[src/rtl/pwm_pkg.sv]
// Shared constants, configuration struct and PWM level helper for pwm_peripheral.
package pwm_pkg;

  localparam int unsigned DIV_DEFAULT = 13;
  localparam int unsigned CNT_W       = 8;
  localparam int unsigned OUT_W       = 16;

  localparam logic [CNT_W-1:0] CNT_MAX   = 8'hFF;
  localparam logic [CNT_W-1:0] DUTY_OFF  = 8'h00;
  localparam logic [CNT_W-1:0] DUTY_FULL = 8'hFF;

  // Output bit i is controlled by bit i of {reg_15_8, reg_7_0}; every bit is populated.
  localparam logic [OUT_W-1:0] OUT_IDX_MAP = 16'hFFFF;

  typedef struct packed {
    logic [OUT_W-1:0] en_out;
    logic [OUT_W-1:0] en_pwm;
    logic [CNT_W-1:0] duty;
  } pwm_cfg_t;

  // 0 and FF are pinned so that FF means a true 100% rather than 255/256.
  function automatic logic pwm_level(input logic [CNT_W-1:0] cnt,
                                     input logic [CNT_W-1:0] duty);
    logic lvl;
    if (duty == DUTY_OFF)
      lvl = 1'b0;
    else if (duty == DUTY_FULL)
      lvl = 1'b1;
    else
      lvl = (cnt < duty);
    return lvl;
  endfunction

endpackage

[src/rtl/pwm_peripheral_if.sv]
// Configuration-register inputs and PWM outputs of pwm_peripheral, bundled as one interface.
interface pwm_peripheral_if;
  import pwm_pkg::*;

  logic [7:0]       en_reg_out_7_0;
  logic [7:0]       en_reg_out_15_8;
  logic [7:0]       en_reg_pwm_7_0;
  logic [7:0]       en_reg_pwm_15_8;
  logic [7:0]       pwm_duty_cycle;
  logic [OUT_W-1:0] out;
  logic             period_start;

  modport master (
    output en_reg_out_7_0, en_reg_out_15_8, en_reg_pwm_7_0, en_reg_pwm_15_8, pwm_duty_cycle,
    input  out, period_start
  );

  modport slave (
    input  en_reg_out_7_0, en_reg_out_15_8, en_reg_pwm_7_0, en_reg_pwm_15_8, pwm_duty_cycle,
    output out, period_start
  );

endinterface

[src/rtl/pwm_prescaler.sv]
// Divide-by-DIV prescaler: tick is high for the one cycle in DIV where pre_q == DIV-1.
module pwm_prescaler #(
  parameter int unsigned DIV   = 13,
  parameter int unsigned PRE_W = 16
) (
  input  logic clk,
  input  logic rst,
  output logic tick
);

  localparam logic [PRE_W-1:0] PRE_LAST = PRE_W'(DIV - 1);

  logic [PRE_W-1:0] pre_q, pre_d;

  always_comb begin
    tick  = (pre_q == PRE_LAST);
    pre_d = tick ? '0 : pre_q + PRE_W'(1);
  end

  always_ff @(posedge clk) begin
    if (rst)
      pre_q <= '0;
    else
      pre_q <= pre_d;
  end

endmodule

[src/rtl/pwm_peripheral.sv]
// 16-output PWM peripheral driven from captured config registers.
// Define PWM_SHADOW_EN to load the active duty only at the period wrap (glitch-free updates).
module pwm_peripheral
  import pwm_pkg::*;
#(
  parameter int unsigned DIV   = DIV_DEFAULT,
  parameter int unsigned PRE_W = 16
) (
  input  logic              clk,
  input  logic              rst,
  pwm_peripheral_if.slave   bus
);

  pwm_cfg_t         cfg_q, cfg_d;
  logic [CNT_W-1:0] cnt_q, cnt_d;
  logic             ps_q, ps_d;
  logic [OUT_W-1:0] out_q, out_d;
  logic [CNT_W-1:0] duty_act;
  logic             tick;
  logic             wrap;
  logic             pwm_sig;

  pwm_prescaler #(
    .DIV   (DIV),
    .PRE_W (PRE_W)
  ) u_prescaler (
    .clk  (clk),
    .rst  (rst),
    .tick (tick)
  );

`ifdef PWM_SHADOW_EN
  logic [CNT_W-1:0] duty_q, duty_d;

  always_comb begin
    duty_d = wrap ? cfg_q.duty : duty_q;
  end

  always_ff @(posedge clk) begin
    if (rst)
      duty_q <= '0;
    else
      duty_q <= duty_d;
  end

  assign duty_act = duty_q;
`else
  assign duty_act = cfg_q.duty;
`endif

  // Config is quasi-static, so a single capture stage is enough; no synchroniser.
  always_comb begin
    cfg_d.en_out = {bus.en_reg_out_15_8, bus.en_reg_out_7_0};
    cfg_d.en_pwm = {bus.en_reg_pwm_15_8, bus.en_reg_pwm_7_0};
    cfg_d.duty   = bus.pwm_duty_cycle;
  end

  always_comb begin
    wrap    = tick && (cnt_q == CNT_MAX);
    cnt_d   = tick ? cnt_q + CNT_W'(1) : cnt_q;
    ps_d    = wrap;
    pwm_sig = pwm_level(cnt_q, duty_act);
    out_d   = OUT_IDX_MAP & cfg_q.en_out & (~cfg_q.en_pwm | {OUT_W{pwm_sig}});
  end

  always_ff @(posedge clk) begin
    if (rst) begin
      cfg_q <= '0;
      cnt_q <= '0;
      ps_q  <= 1'b0;
      out_q <= '0;
    end else begin
      cfg_q <= cfg_d;
      cnt_q <= cnt_d;
      ps_q  <= ps_d;
      out_q <= out_d;
    end
  end

  assign bus.out          = out_q;
  assign bus.period_start = ps_q;

endmodule
[src/flat_wrapper.sv]
// flat-port wrapper written by rule: the top's interface ports become plain ports
module pwm_peripheral_flat import pwm_pkg::*;
#(
  parameter int unsigned DIV   = DIV_DEFAULT,
  parameter int unsigned PRE_W = 16
)
  (clk, rst, bus_en_reg_out_7_0, bus_en_reg_out_15_8, bus_en_reg_pwm_7_0, bus_en_reg_pwm_15_8, bus_pwm_duty_cycle, bus_out, bus_period_start);
  pwm_peripheral_if bus_i ();
  input  logic clk;
  input  logic rst;
  input wire logic [$bits(bus_i.en_reg_out_7_0)-1:0] bus_en_reg_out_7_0;
  input wire logic [$bits(bus_i.en_reg_out_15_8)-1:0] bus_en_reg_out_15_8;
  input wire logic [$bits(bus_i.en_reg_pwm_7_0)-1:0] bus_en_reg_pwm_7_0;
  input wire logic [$bits(bus_i.en_reg_pwm_15_8)-1:0] bus_en_reg_pwm_15_8;
  input wire logic [$bits(bus_i.pwm_duty_cycle)-1:0] bus_pwm_duty_cycle;
  output wire logic [$bits(bus_i.out)-1:0] bus_out;
  output wire logic [$bits(bus_i.period_start)-1:0] bus_period_start;
  assign bus_i.en_reg_out_7_0 = bus_en_reg_out_7_0;
  assign bus_i.en_reg_out_15_8 = bus_en_reg_out_15_8;
  assign bus_i.en_reg_pwm_7_0 = bus_en_reg_pwm_7_0;
  assign bus_i.en_reg_pwm_15_8 = bus_en_reg_pwm_15_8;
  assign bus_i.pwm_duty_cycle = bus_pwm_duty_cycle;
  assign bus_out = bus_i.out;
  assign bus_period_start = bus_i.period_start;
  pwm_peripheral #(.DIV(DIV), .PRE_W(PRE_W)) u_core (.clk(clk), .rst(rst), .bus(bus_i));
endmodule
[config.mk]
export PLATFORM = sky130hd
export DESIGN_NAME = pwm_peripheral_flat
export DESIGN_NICKNAME = d
export VERILOG_FILES = /design/src/rtl/pwm_pkg.sv /design/src/rtl/pwm_peripheral_if.sv /design/src/rtl/pwm_prescaler.sv /design/src/rtl/pwm_peripheral.sv /design/src/flat_wrapper.sv
export SDC_FILE = /design/constraint.sdc
export NUM_CORES = 1
export LEC_CHECK = 0
export ABC_AREA = 1
export BUFFER_PORTS_ARGS = -buffer_cell sky130_fd_sc_hd__buf_4
export CORE_MARGIN = 1
export CORE_UTILIZATION = 45
export CTS_BUF_LIST = sky130_fd_sc_hd__clkbuf_2
export CTS_CLUSTER_DIAMETER = 50
export DETAILED_ROUTE_END_ITERATION = 12
export PLACE_DENSITY = 0.71
export SLEW_MARGIN = 30
export SYNTH_ARGS = -nofsm -noshare
export SYNTH_HDL_FRONTEND = slang
export SYNTH_HIERARCHICAL = 1
export SYNTH_SLANG_ARGS = --single-unit
[constraint.sdc]
create_clock -name clk -period 3 [get_ports clk]
set_input_delay 0.15 -clock clk [delete_from_list [all_inputs] [get_ports clk]]
set_output_delay 0.15 -clock clk [all_outputs]
set_load 0.005 [all_outputs]
Yosys cells after proc, flatten, opt, wreduce, memory -nomap -nowiden
Index checks and enable logic that the tools add are counted.
{"block": "word_totals", "reg_bits": 81, "out_inout_bits": 17, "wordCells": 21}
{"block": "classes", "addsub": 2, "magnitude_cmp": 1, "eq_ne": 3, "n_mux": 2, "n_bitwise": 3, "n_reduce_logical": 3}
{"operator": "adder 16 x 1 -> 16 bit, second input constant", "n": 1}
{"operator": "AND 16 bit", "n": 1}
{"operator": "equality test 16 x 4 -> 1 bit, second input constant", "n": 1}
{"operator": "equality test 8 bit, second input constant", "n": 2}
{"operator": "inverter 16 bit", "n": 1}
{"operator": "OR 16 bit", "n": 1}
{"operator": "adder 8 x 1 -> 8 bit, second input constant", "n": 1}
{"operator": "logical NOT 8 bit", "n": 1}
{"operator": "< comparator 8 bit", "n": 1}
{"operator": "two-way mux 1 bit", "n": 2}
{"operator": "OR reduction 2 bit", "n": 1}
{"operator": "logical AND 1 bit", "n": 1}

Logic depth before layout (Yosys ltp)
Gate-level depths: netlist of the first run.
{"block": "depth", "word_depth": 5, "ltp_mapped": 12, "depth_no_buf": 11}

Cells and area by module
The synthesis of the first run kept the hierarchy.
{"module": "pwm_peripheral", "n_inst": 1, "cells_each": 267, "area_each_um2": 2260.9}
{"module": "pwm_prescaler", "n_inst": 1, "cells_each": 137, "area_each_um2": 900.9}

Least setup slack after synthesis of the first run
No wires, ideal clock.
{"block": "synth_path", "kind": "register -> register", "start": "register u_core.u_prescaler.pre_q[0]", "end": "register u_core.cnt_q[7]", "t_arrival_ns": 1.937, "required_ns": 2.883, "path_slack_ns": 0.945, "stages_incl_launch_ff": 12, "path_buffers": 0, "synth_period_minus_slack_ns": 2.055, "cell_sequence": "dfxtp_1 inv_1 ha_1 nand3_1 nor4_1 nand2_1 nor2_1 nand2_1 nor3_2 nand2_1 o21ai_1 a21oi_1"}
{"block": "synth_via", "elab_chain_len": 1}
{"element": "start: declaration", "line_no": "pwm_prescaler.sv:13", "text": "logic [PRE_W-1:0] pre_q, pre_d;"}
{"element": "start signal: assignment", "line_no": "pwm_prescaler.sv:24", "text": "pre_q <= pre_d;"}
{"element": "equality test 16 x 4 -> 1 bit", "line_no": "pwm_prescaler.sv:16", "text": "tick = (pre_q == PRE_LAST);"}
{"element": "named net u_core.tick", "line_no": "pwm_peripheral.sv:19", "text": "logic tick;"}
{"element": "end signal: assignment", "line_no": "pwm_peripheral.sv:74", "text": "cnt_q <= cnt_d;"}
{"element": "end: declaration", "line_no": "pwm_peripheral.sv:15", "text": "logic [CNT_W-1:0] cnt_q, cnt_d;"}
The timed path passes the listed nets, and every way through them passes these cells.
A chain may end at the register's enable or synchronous reset.

Worst setup path after layout of the first run
Ends and elaborated chain as after synthesis.

==> results of run 1 <==
==> cell type report <==
| type | count | share of cell area [%] |
|---|---|---|
| Sequential cell | 81 | 38.79 |
| Multi-Input combinational cell | 233 | 28.17 |
| Timing Repair Buffer | 99 | 20.17 |
| Inverter | 80 | 7.183 |
| Tap cell | 96 | 2.873 |
| Clock inverter | 6 | 1.616 |
| Clock buffer | 10 | 1.197 |
==> flip-flops by register name, summed over array words and instances (netlist names) <==
| register | count |
|---|---|
| u_core/bus.out | 16 |
| u_core/bus.period_start | 1 |
| u_core/cfg_q | 32 |
| u_core/cnt_q | 8 |
| u_core/duty_act | 8 |
| u_core/u_prescaler/pre_q | 16 |
==> layer usage <==
layer / up-vias / track usage (%) / share of wire [%]
met1: 1214 / 21.86 / 44
met5: - / 0 / 0
met2: 55 / 33.09 / 52
li1: 1423 / - / -
met4: 0 / 5.000 / 0.69
met3: 4 / 5.390 / 3.7
==> stage by stage <==
stage | std cells | hold WS (ns)
after detailed placement | 549 | 0.3575
final | 605 | 0.07558
after CTS | 605 | 0.04372
after global routing | 605 | 0.02400
after global placement | 549 | 0.3513
after floorplan | 404 | 0.2570
==> kinds of logic (layout without fill, tap and decap cells) <==
kind of cell | Yosys count | in the layout | synth area share, %
AO/OA/AOI/OAI | 35 | 35 | 7.123
XOR/XNOR | 5 | 5 | 1.385
adder cells (fa/ha/maj) | 10 | 10 | 3.957
buffers and inverters | 90 | 195 | 11.48
flip-flops | 81 | 81 | 51.29
AND/OR/NAND/NOR | 183 | 183 | 24.77
==> worst paths after layout <==
path | endpoint | slack (ns)
worst max-delay path | u_core/cnt_q[7] | 0.95
worst min-delay path | u_core/cfg_q[8] | 0.08
worst max register to register | u_core/cnt_q[7] | 0.95
worst min register to register | u_core/bus.out[15] | 0.39
==> critical path, stage by stage (launching register included) <==
cell and delay (ns):
sky130_fd_sc_hd__dfxtp_1 0.41, sky130_fd_sc_hd__inv_1 0.08, sky130_fd_sc_hd__ha_1 0.17, sky130_fd_sc_hd__nand3_1 0.08, sky130_fd_sc_hd__nor4_1 0.30, sky130_fd_sc_hd__buf_4 0.19
sky130_fd_sc_hd__nand2_1 0.05, sky130_fd_sc_hd__nor2_1 0.16, sky130_fd_sc_hd__nand2_1 0.10, sky130_fd_sc_hd__nor3_2 0.14, sky130_fd_sc_hd__nand2_1 0.09, sky130_fd_sc_hd__o21ai_1 0.12
sky130_fd_sc_hd__a21oi_1 0.05
==> what timing repair did <==
item	4_1_cts	5_1_grt
setup buffers	0	0
endpoints found under the hold margin	40	0
hold buffers	40	0
==> placed cells by master (no fill, tap or decap), types with 2 or more instances in the layout <==
cell | synthesis | routed
sky130_fd_sc_hd__dfxtp_1 | 81 | 81
sky130_fd_sc_hd__nor2_1 | 78 | 78
sky130_fd_sc_hd__inv_1 | 77 | 77
sky130_fd_sc_hd__nand2_1 | 66 | 66
sky130_fd_sc_hd__buf_4 | 0 | 59
sky130_fd_sc_hd__dlygate4sd3_1 | 0 | 40
sky130_fd_sc_hd__a21oi_1 | 18 | 18
sky130_fd_sc_hd__nand3_1 | 14 | 14
sky130_fd_sc_hd__clkbuf_2 | 0 | 10
sky130_fd_sc_hd__a21oi_2 | 10 | 10
sky130_fd_sc_hd__ha_1 | 10 | 10
sky130_fd_sc_hd__nand4_1 | 7 | 7
sky130_fd_sc_hd__nor3_1 | 5 | 5
sky130_fd_sc_hd__nand2_2 | 4 | 4
sky130_fd_sc_hd__xor2_1 | 4 | 4
sky130_fd_sc_hd__inv_2 | 3 | 3
sky130_fd_sc_hd__o21ai_0 | 3 | 3
sky130_fd_sc_hd__clkinvlp_4 | 0 | 2
sky130_fd_sc_hd__nor4_1 | 2 | 2
sky130_fd_sc_hd__o21ai_1 | 2 | 2
sky130_fd_sc_hd__nand3_2 | 2 | 2
==> power groups by stage <==
stage | Combinational, mW | Clock, mW | Sequential, mW
2_1_floorplan | 0.0835 | 0 | 1.16
3_3_place_gp | 0.145 | 0 | 1.16
3_5_place_dp | 0.148 | 0 | 1.16
4_1_cts | 0.189 | 0.585 | 1.14
5_1_grt | 0.214 | 0.641 | 1.14
6_report | 0.191 | 0.565 | 1.14
==> parameters.txt, run 1 <==
Parameter                              Value

Run status
  Run status ... finished clean

Pwr
  Ratio of total power to cell area ... about 450 nW/µm²
  Total power consumption of the routed design ... about 1.9 mW
  Fraction of power consumed by sequential logic ... 60.1%
  Switch share ... roughly a quarter
  Peak supply drop ... between 0.0003 and 0.0004 V
  Int Pwr ... approximately 1.4 mW
  Fraction of power consumed by the clock network ... just under 30%
  Reported net switching power ... roughly 470 µW
  Leak Pwr ... just under 2 nW
  Logic pwr share ... about 10%

Clocking
  Worst skew pair latency ... approximately 0.48 ns
  CTS resizes ... 0
  Level count of the clock H-tree ... 3
  Clock sink total ... 81
  Clock root buffer ... sky130_fd_sc_hd__clkbuf_2
  Clock tree from TritonCTS ... yes
  Clock-pin slew on the worst setup and hold paths ... between 0.2 and 0.25 ns
  CTS Buf Count ... 9
  Number of buffers between clock root and the deepest sink ... 2

Timing
  Final count of hold timing violations ... 0
  Slew at the pin with the worst max-slew slack ... roughly 0.75 ns
  Final setup fails ... 0
  Relative slew margins ... between 40 and 50%
  Max Slew Vio Count ... 0
  Final Worst Setup Slack ... approximately 0.95 ns
  Fmax achieved ... 488.9 MHz
  Final critical-path required period ... 2.045 ns
  Final worst path period share ... 68.17%
  Unrepaired setup endpoints after global routing ... false
  Final setup skew ... roughly 0.023 ns
  Aggregate negative setup slack ... 0 ns

Min path
  Critical hold path startpoint ... rst
  Worst hold path cell count ... 2
  Type of the worst min-delay path ... primary input to register

Route
  DR pass1 iterations ... 6
  Average detailed-routed wire length per instance ... between 10 and 15 µm
  Post-route DRC ... 0
  Post-detailed-route count of antenna-violating nets ... 0
  Vias per Instance ... roughly 4.5
  Final wirelength ... 6357 µm
  Total via count after detailed routing ... roughly 2700
  Iter 0 DRT Violations ... approximately 120

Logic synthesis
  Combined area of all synthesized cells ... approximately 3200 µm²
  Ys async rst share ... 0%
  Biggest area consumer among synthesized cells ... sky130_fd_sc_hd__dfxtp_1
  Main synth FF type ... sky130_fd_sc_hd__dfxtp_1
  Most area-consuming cells after synthesis ... sky130_fd_sc_hd__dfxtp_1, sky130_fd_sc_hd__nor2_1, sky130_fd_sc_hd__inv_1
  Library cells used by synthesis ... 29
  Seq cells post-synth ... 81
  Yosys top cell area share ... 51.29%
  Most common cell in the synthesized netlist ... sky130_fd_sc_hd__dfxtp_1
  Synthesis warning total ... 6
  Mapped Nets ... ~460
  Synth Area per Inst ... just under 8 µm²
  Most instantiated cells after synthesis ... sky130_fd_sc_hd__dfxtp_1, sky130_fd_sc_hd__nor2_1, sky130_fd_sc_hd__inv_1
  Sequential element share of the synthesized area ... 51.29%
  Synthesized instance count ... ~400
  Number of enable flip-flop cells after synthesis ... 0

Floorplanning
  Floorplan die width ... ~86 µm
  Initial core utilization ... a little under half
  Row cnt ... 30
  I/O Pins ... 59
  Area of the core ... ~6800 µm²
  Die Y ... between 80 and 90 µm
  Full die area ... approximately 7400 µm²

Job
  Number of max-capacitance violations reported ... 0

Cells and area
  Util after Layout ... between 60% and 70%
  Total Nets Final ... between 500 and 600
  Filler Cell Count ... roughly 560
  Multi-input gate area ... between 1000 and 1500 µm²
  Antenna diode instance count ... 0
  Area of all placed cells without fillers ... about 4200 µm²
  Storage cell area ... between 1500 and 2000 µm²
  Post-synthesis to final-layout area growth ... 32.21%
  Fraction of final layout cells with drive strength greater than 1 ... about a fifth

Critical path
  Launch point of the critical path ... u_core/u_prescaler/pre_q[0]
  Worst Setup End Kind ... register
  Highest net fanout along the worst path ... 7
  Number of cell instances on the worst register-to-register path ... 12
  Kind of launch point of the worst setup path ... register
  Critical path arrival ... between 2 and 2.5 ns
  WS Path Type ... register to register
  Crit Reg-Reg Startpoint ... u_core/u_prescaler/pre_q[0]
  Required time of the critical path ... approximately 3.4 ns

Global route
  Global-route total usage across every layer ... between 15 and 20%
  Gr ovfl total ... 0
  Via count of the first global-routing pass ... 2513
  First-pass GRT wire length ... 10750 µm
  Maximum number of pins on one net before global-route repair ... 45
  Initial antenna violation count ... 0

Place
  HPWL reported at the end of detailed placement ... between 4000 and 5000 µm
  Port Buffer Count ... 58
  Dpl ws ... between 0.9 and 1 ns
  Routability cong. ... just under 0.9
  Placed inst area ... between 3000 and 4000 µm²
(Power assumes the default switching activity.)
==> run 2: changes to the inputs <==
--- a/config.mk
+++ b/config.mk
@@ -12,7 +12,7 @@
 export CTS_BUF_LIST = sky130_fd_sc_hd__clkbuf_2
 export CTS_CLUSTER_DIAMETER = 50
 export DETAILED_ROUTE_END_ITERATION = 12
-export PLACE_DENSITY = 0.71
+export PLACE_DENSITY = 0.73
 export SLEW_MARGIN = 30
 export SYNTH_ARGS = -nofsm -noshare
 export SYNTH_HDL_FRONTEND = slang
==> constraint.sdc (replaced) <==
create_clock -name clk -period 1.8 [get_ports clk]
set_input_delay 0.09 -clock clk [delete_from_list [all_inputs] [get_ports clk]]
set_output_delay 0.09 -clock clk [all_outputs]
set_load 0.005 [all_outputs]
==> run 2 against run 1 <==
Register-to-register slack worse by 0.97 ns. Global-route usage grew 3.5 points. Die area did not move. Critical endpoint is now u_core/cnt_q[4]. The run now ends with negative setup slack left. Combinational power increased by 100%. Hold slack improved by 0.23 ns. Design area rose by 10%. Cell count rose by 6.8%. Critical path type unchanged. Via count rose by 9.1%.
==> parameters.txt, run 2 (same netlist as run 1, synthesis figures left out) <==
Parameter                              Value

Run status
  Run status ... finished, violations left
  Violated checks ... negative setup slack

Clocking
  Clock-pin slew on the worst setup and hold paths ... 0.25 ns (+0.03 ns)
  Clock root buffer ... sky130_fd_sc_hd__clkbuf_2
  CTS Buf Count ... 9 (unchanged)
  Clock tree from TritonCTS ... yes
  Level count of the clock H-tree ... 3 (unchanged)
  Worst skew pair latency ... 0.53 ns (+0.05 ns)
  Number of buffers between clock root and the deepest sink ... 2 (unchanged)
  Clock sink total ... 81 (unchanged)

Route
  Post-route DRC ... 0 (unchanged)
  DR pass1 iterations ... 6 (unchanged)
  Average detailed-routed wire length per instance ... 12.13 µm (+15%)
  Final wirelength ... 7839 µm (+23%)
  Post-detailed-route count of antenna-violating nets ... 0 (unchanged)
  Vias per Instance ... 4.551 (+2.1%)
  Total via count after detailed routing ... 2940 (+9.1%)
  Iter 0 DRT Violations ... 151 (+22%)

Pwr
  Leak Pwr ... 2.202 nW (+12%)
  Ratio of total power to cell area ... 682.0 nW/µm² (+51%)
  Peak supply drop ... 0.0005794 V (+67%)
  Total power consumption of the routed design ... 3.148 mW (+66%)

Job
  Number of max-capacitance violations reported ... 0 (unchanged)

Global route
  First-pass GRT wire length ... 12500 µm (+16%)
  Gr ovfl total ... 0 (unchanged)
  Maximum number of pins on one net before global-route repair ... 28 (-38%)
  Via count of the first global-routing pass ... 2877 (+14%)
  Initial antenna violation count ... 0 (unchanged)
  Global-route total usage across every layer ... 22.11% (+3.5 points)

Critical path
  Required time of the critical path ... 2.24 ns (-1.15 ns)
  Cell Chain, Critical Path ... inv_2 -> ha_4 -> nand3_4 -> nor4_4 -> nand3_2 -> nor2_4 -> nand2_2 -> buf_6 -> buf_4 -> nand2_1 -> nor2_1
  Kind of launch point of the worst setup path ... register
  Largest delay share family, worst path ... simple AND/OR/NAND/NOR gates
  WS Path Type ... register to register
  Critical path arrival ... 2.26 ns (-0.18 ns)
  Critical path buffer and inverter count ... 3 (+1)
  Worst Setup End Kind ... register
  Highest net fanout along the worst path ... 3 (-4)
  Cell with the biggest individual delay on the critical path ... sky130_fd_sc_hd__dfxtp_2
  CP peak stage delay ... 0.38 ns (-0.03 ns)

Timing
  Max Slew Vio Count ... 0 (unchanged)
  Final Worst Setup Slack ... -0.01817 ns (-0.9729 ns)
  Slew at the pin with the worst max-slew slack ... 0.7210 ns (-0.03379 ns)
  Final setup fails ... 3 (+3)
  Final worst path period share ... 101.0% (+33 points)
  Final setup skew ... 0.03129 ns (+0.008420 ns)
  Aggregate negative setup slack ... -0.03368 ns (-0.03368 ns)
  Final count of hold timing violations ... 0 (unchanged)
  Final critical-path required period ... 1.818 ns (-0.2271 ns)
  Fmax achieved ... 550.0 MHz (+12%)
  Relative slew margins ... 51.88% (+2.3 points)
  Unrepaired setup endpoints after global routing ... true

Cells and area
  Most common cell after layout, fill and taps aside ... sky130_fd_sc_hd__buf_4
  Register bank with the most flops ... u_core/cfg_q
  Number of flip-flops in the largest register ... 32 (unchanged)
  Filler Cell Count ... 472 (-16%)
  Leading cell types in the layout, fill and taps excluded ... sky130_fd_sc_hd__buf_4, sky130_fd_sc_hd__inv_1, sky130_fd_sc_hd__dfxtp_1
  Post-synthesis to final-layout area growth ... 45.98%
  Antenna diode instance count ... 0 (unchanged)
  Post-layout instance count excluding filler cells ... 646 (+6.8%)
  Area of all placed cells without fillers ... 4616 µm² (+10%)
  Total Nets Final ... 597 (+7.4%)
  Fraction of final layout cells with drive strength greater than 1 ... 26.55% (+7.1 points)

Place
  Placed inst area ... 3790 µm² (+3.5%)
  Routability cong. ... 0.8363 (-5.6%)
  Dpl cells ... 564 (+2.7%)
  HPWL reported at the end of detailed placement ... 4372 µm (+5.7%)
  Port Buffer Count ... 58 (unchanged)
  Dpl ws ... -0.01113 ns (-0.9961 ns)

Floorplanning
  Row cnt ... 30 (unchanged)
  Area of the core ... 6794 µm² (unchanged)
  Die Y ... 85.82 µm (unchanged)
  Full die area ... 7365 µm² (unchanged)
  I/O Pins ... 59 (unchanged)
  Initial core utilization ... 46.54% (unchanged)
  Floorplan die width ... 85.82 µm (unchanged)

Min path
  Type of the worst min-delay path ... primary input to register
==> run 2: changes by cell type in the layout (fill, tap and decap cells not counted), moves of 3 or more <==
cell                            before  now
sky130_fd_sc_hd__buf_4              59   82
sky130_fd_sc_hd__dfxtp_1            81   75
sky130_fd_sc_hd__dfxtp_2             0    6
sky130_fd_sc_hd__dlygate4sd3_1      40   56
sky130_fd_sc_hd__nand2_1            66   62
sky130_fd_sc_hd__nand2_2             4    8
sky130_fd_sc_hd__nand3_1            14   11
sky130_fd_sc_hd__nor2_1             78   74
==> run 2: repair_timing <==
| item | 4_1_cts | 5_1_grt |
|---|---|---|
| pin swaps | 7 | 9 |
| endpoints found under the hold margin | 41 | 0 |
| gates resized for setup | 9 | 19 |
| buffers inserted | 11 | 1 |
| endpoints found under the setup margin | 3 | 12 |
| hold buffers | 56 | 0 |
==> run 2: per-layer routing <==
metal  part of all wire (%)  track usage (%)  up-vias  wire, µm
li1                       -                -     1502         -
met2                     53            40.65       81      4125
met5                      0                0        -         0
met4                    1.5            8.788        0       120
met3                    4.6            5.679       12       362
met1                     41            24.26     1345      3230
==> run 2: final timing paths <==
check                         startpoint                end  slack (ns)  cells after the start
max          u_core/u_prescaler/pre_q[0]    u_core/cnt_q[4]       -0.02                     11
min reg2reg             u_core/cfg_q[10]  u_core/bus.out[2]        0.42                      1
min                bus_en_reg_pwm_7_0[1]    u_core/cfg_q[9]        0.30                      4
max reg2reg  u_core/u_prescaler/pre_q[0]    u_core/cnt_q[4]       -0.02                     11
==> run 2: layout make-up <==
class	instances	area (µm²)	share of cell area (%)
clock inverters	7	53.80	1.166
repair buffers	140	1199	25.97
flip-flops and latches	81	1629	35.29
well taps	96	120.1	2.602
multi-input cells	233	1269	27.49
clock buffers	9	45.04	0.9759
inverters	80	300.3	6.506
==> run 2: power breakdown <==
part	switching, mW	total [mW]	internal, mW
clock	0.672	0.866	0.194
combinational	0.167	0.389	0.222
sequential	0.0265	1.89	1.87
total	0.865	3.15	2.28
==> run 2: per-stage QoR <==
step | hold WS (ns) | utilization (%)
after detailed placement | 0.2952 | 55.78
after global routing | 0.2729 | 67.94
after floorplan | 0.1970 | -
final | 0.3015 | 67.94
after CTS | 0.2664 | 67.18
after global placement | 0.2884 | 55.78
==> run 2: worst reg2reg max path, stage by stage, from the launching register on <==
cell	delay, ns
sky130_fd_sc_hd__dfxtp_2	0.38
sky130_fd_sc_hd__inv_2	0.06
sky130_fd_sc_hd__ha_4	0.14
sky130_fd_sc_hd__nand3_4	0.06
sky130_fd_sc_hd__nor4_4	0.36
sky130_fd_sc_hd__nand3_2	0.17
sky130_fd_sc_hd__nor2_4	0.13
sky130_fd_sc_hd__nand2_2	0.09
sky130_fd_sc_hd__buf_6	0.13
sky130_fd_sc_hd__buf_4	0.12
sky130_fd_sc_hd__nand2_1	0.05
sky130_fd_sc_hd__nor2_1	0.05
==> run 3: changes to the inputs <==
--- a/config.mk
+++ b/config.mk
@@ -12,9 +12,8 @@
 export CTS_BUF_LIST = sky130_fd_sc_hd__clkbuf_2
 export CTS_CLUSTER_DIAMETER = 50
 export DETAILED_ROUTE_END_ITERATION = 12
-export PLACE_DENSITY = 0.73
+export PLACE_DENSITY = 0.74
 export SLEW_MARGIN = 30
 export SYNTH_ARGS = -nofsm -noshare
 export SYNTH_HDL_FRONTEND = slang
-export SYNTH_HIERARCHICAL = 1
 export SYNTH_SLANG_ARGS = --single-unit
==> run 3 against run 2 <==
The flow now finishes without violations. Synthesized area is 1.5% lower. Flip-flop and latch count stayed put. Cell count is 11% lower. Clock power down 1%. Synthesized cell count shrank 3.2%. Critical path depth is 3 lower. Core utilization decreased by 4.8 points.
==> parameters.txt, run 3 <==
Parameter                              Value

Min path
  Type of the worst min-delay path ... primary input to register
  Critical hold path startpoint ... bus_en_reg_pwm_15_8[2]
  Hold path endpoint ... u_core.cfg_q[18]
  Worst hold path cell count ... 4 (unchanged)

Floorplanning
  Full die area ... 7260 µm² (-1.4%)
  Area of the core ... 6531 µm² (-3.9%)
  Initial core utilization ... 47.70% (+1.2 points)
  I/O Pins ... 59 (unchanged)
  Row cnt ... 29 (-3.3%)
  Floorplan die width ... 85.21 µm (-0.72%)
  Die Y ... 85.21 µm (-0.72%)

Route
  Average detailed-routed wire length per instance ... 10.93 µm (-10%)
  Post-route DRC ... 0 (unchanged)
  Post-detailed-route count of antenna-violating nets ... 0 (unchanged)
  DR pass1 iterations ... 4 (-2)
  Iter 0 DRT Violations ... 57 (-62%)
  Total via count after detailed routing ... 2644 (-10%)
  Met1 Routed Length ... 2707 µm (-16%)
  Vias per Instance ... 4.590 (+0.86%)
  Wire length on met2 ... 3229 µm (-22%)
  Final wirelength ... 6293 µm (-20%)
  Met3 WL ... 166 µm (-54%)
  Uppermost layer routed ... met4

Clocking
  Clock-pin slew on the worst setup and hold paths ... 0.25 ns (about the same)
  Level count of the clock H-tree ... 3 (unchanged)
  Clock sink total ... 81 (unchanged)
  Number of post-CTS setup repair buffers ... 0 (-11)
  CTS Buf Count ... 9 (unchanged)
  Worst skew pair latency ... 0.52 ns (about the same)
  Clock root buffer ... sky130_fd_sc_hd__clkbuf_2
  Number of buffers between clock root and the deepest sink ... 2 (unchanged)
  Total of hold buffers inserted after clock tree synthesis ... 41 (-27%)
  Clock tree from TritonCTS ... yes
  CTS resizes ... 0 (-9)

Global route
  Global-route total usage across every layer ... 18.88% (-3.2 points)
  Via count of the first global-routing pass ... 2604 (-9.5%)
  Initial antenna violation count ... 0 (unchanged)
  Gr ovfl total ... 0 (unchanged)
  Maximum number of pins on one net before global-route repair ... 48 (+71%)
  First-pass GRT wire length ... 10760 µm (-14%)

Cells and area
  Storage cell area ... 1622 µm² (-0.46%)
  Fraction of final layout cells with drive strength greater than 1 ... 18.84% (-7.7 points)
  Antenna diode instance count ... 0 (unchanged)
  Multi-input gate area ... 1154 µm² (-9.1%)
  Register bank with the most flops ... u_core.cfg_q
  Leading cell types in the layout, fill and taps excluded ... sky130_fd_sc_hd__dfxtp_1, sky130_fd_sc_hd__inv_1, sky130_fd_sc_hd__nand2_1
  Filler Cell Count ... 527 (+12%)
  Number of flip-flops in the largest register ... 32 (unchanged)
  Post-synthesis to final-layout area growth ... 32.33%
  Most common cell after layout, fill and taps aside ... sky130_fd_sc_hd__dfxtp_1
  Total Nets Final ... 546 (-8.5%)

Critical path
  Crit Reg-Reg Startpoint ... u_core.cnt_q[5]
  Required time of the critical path ... 2.27 ns (+0.03 ns)
  Critical path arrival ... 2.02 ns (-0.24 ns)
  Setup slack, reg-to-reg ... 0.25 ns (+0.27 ns)
  Worst Setup End Kind ... register
  Crit Reg-Reg Endpoint ... u_core.bus.out[15]
  Highest net fanout along the worst path ... 16 (+13)
  Number of cell instances on the worst register-to-register path ... 8 (-3)
  WS Path Type ... register to register
  Kind of launch point of the worst setup path ... register

Place
  Port Buffer Count ... 58 (unchanged)
  Dpl ws ... 0.2761 ns (+0.2872 ns)
  HPWL reported at the end of detailed placement ... 4055 µm (-7.3%)
  Routability cong. ... 0.8173 (-2.3%)

Timing
  Final count of hold timing violations ... 0 (unchanged)
  Aggregate negative setup slack ... 0 ns (+0.03368 ns)
  Fmax achieved ... 645.9 MHz (+17%)
  Final worst path period share ... 86.01% (-15 points)
  Unrepaired setup endpoints after global routing ... false
  Final critical-path required period ... 1.548 ns (-0.2700 ns)
  Max Slew Vio Count ... 0 (unchanged)
  Final setup fails ... 0 (-3)
  Relative slew margins ... 68.12% (+16 points)
  Final hold slack ... 0.2969 ns (-0.004599 ns)
  Slew at the pin with the worst max-slew slack ... 0.4781 ns (-0.2428 ns)
  Final setup skew ... 0.02513 ns (-0.006166 ns)
  Final Worst Setup Slack ... 0.2519 ns (+0.2700 ns)

Logic synthesis
  Synthesized instance count ... 391 (-3.2%)
  Synth Area per Inst ... 7.968 µm² (+1.8%)
  Sequential element share of the synthesized area ... 52.05% (+0.76 points)
  Most area-consuming cells after synthesis ... sky130_fd_sc_hd__dfxtp_1, sky130_fd_sc_hd__inv_1, sky130_fd_sc_hd__nand2_1
  Most common cell in the synthesized netlist ... sky130_fd_sc_hd__dfxtp_1
  Compound-cell area share of the yosys netlist ... 6.747% (-0.38 points)
  Combined area of all synthesized cells ... 3115 µm² (-1.5%)
  Simple-gate share of the synthesized area ... 24.58% (-0.19 points)
  Fraction of the mapped netlist area in adder cells ... 4.016% (+0.059 points)
  Mapped Nets ... 443 (-2.9%)
  Seq cells post-synth ... 81 (unchanged)
  Most instantiated cells after synthesis ... sky130_fd_sc_hd__dfxtp_1, sky130_fd_sc_hd__inv_1, sky130_fd_sc_hd__nand2_1
  Main combinational cell family by area after synthesis ... simple AND/OR/NAND/NOR gates
  Yosys top cell area share ... 52.05% (+0.76 points)
  Post-synthesis mux area share ... 0% (unchanged)
  Synthesis warning total ... 0 (-6)
  XOR/XNOR share of the synthesized area ... 1.687% (+0.30 points)
  Main synth FF type ... sky130_fd_sc_hd__dfxtp_1
  Library cells used by synthesis ... 29 (unchanged)
  Number of enable flip-flop cells after synthesis ... 0 (unchanged)
  Ys async rst share ... 0% (unchanged)
  Biggest area consumer among synthesized cells ... sky130_fd_sc_hd__dfxtp_1

Run status
  Run status ... finished clean

Pwr
  Leak Pwr ... 1.997 nW (-9.3%)
  Fraction of power consumed by sequential logic ... 61.8% (+1.6 points)
  Switch share ... 26.82% (-0.67 points)
  Reported net switching power ... 821.0 µW (-5.1%)
  Fraction of power consumed by the clock network ... 27.9% (+0.4 points)
  Logic pwr share ... 10.3% (-2.0 points)
  Ratio of total power to cell area ... 742.5 nW/µm² (+8.9%)
  Peak supply drop ... 0.0005204 V (-10%)
  Int Pwr ... 2.240 mW (-1.9%)

Job
  Number of max-capacitance violations reported ... 0 (unchanged)
## run 3: worst max-delay path by stage
stage / slack [ns] / depth (start not counted) / startpoint / endpoint
2_1_floorplan: 0.36 / 9 / u_core.cnt_q[5] / u_core.bus.out[10]
4_1_cts: 0.23 / 8 / u_core.cnt_q[5] / u_core.bus.out[12]
3_5_place_dp: 0.28 / 8 / u_core.cnt_q[5] / u_core.bus.out[12]
3_3_place_gp: 0.33 / 8 / u_core.cnt_q[5] / u_core.bus.out[10]
6_report: 0.25 / 8 / u_core.cnt_q[5] / u_core.bus.out[15]
5_1_grt: 0.06 / 8 / u_core.cnt_q[5] / u_core.bus.out[12]
## run 3: area by class of cell
class,count,share of cell area (%)
clock buffer,9,1.093
tap,77,2.337
sequential,81,39.33
timing repair buffer,101,20.88
inverter,77,7.041
clock inverter,7,1.335
multi-input combinational,224,27.98
## run 3: power by group through the flow
stage	clock, mW	sequential (mW)	combinational (mW)
floorplan	0	1.92	0.126
global placement	0	1.93	0.235
detailed placement	0	1.93	0.239
CTS	0.877	1.89	0.311
global route	0.956	1.90	0.350
finish	0.854	1.89	0.315
## run 3: through the flow
stage	area (µm²)	total power, mW	util [%]	instances
3_5_place_dp	3612	2.167	55.31	519
2_1_floorplan	3115	2.049	-	391
6_report	4123	3.061	63.12	576
4_1_cts	4123	3.079	63.12	576
3_3_place_gp	3612	2.160	55.31	519
5_1_grt	4123	3.207	63.12	576
## run 3: worst max-delay path, stage by stage, from the launching register on
cell and delay, ns:
sky130_fd_sc_hd__dfxtp_1 0.45, sky130_fd_sc_hd__ha_1 0.27, sky130_fd_sc_hd__a21oi_1 0.15, sky130_fd_sc_hd__nor2_1 0.05
sky130_fd_sc_hd__nor3_1 0.12, sky130_fd_sc_hd__nand2_1 0.09, sky130_fd_sc_hd__nand2_2 0.07, sky130_fd_sc_hd__nand2_4 0.12
sky130_fd_sc_hd__a21oi_1 0.18
## run 3: kinds of logic after synthesis
logic type | after synthesis
compound gates | 40
simple gates | 168
fa+ha+maj | 10
xor+xnor | 6
buf+inv | 86
flops | 81
## run 3: per-layer routing
metal  GRT usage (%)  up-vias
li1                -     1400
met1           20.68     1180
met2           34.75       47
met3           3.016       17
met4           10.32        0
met5               0        -
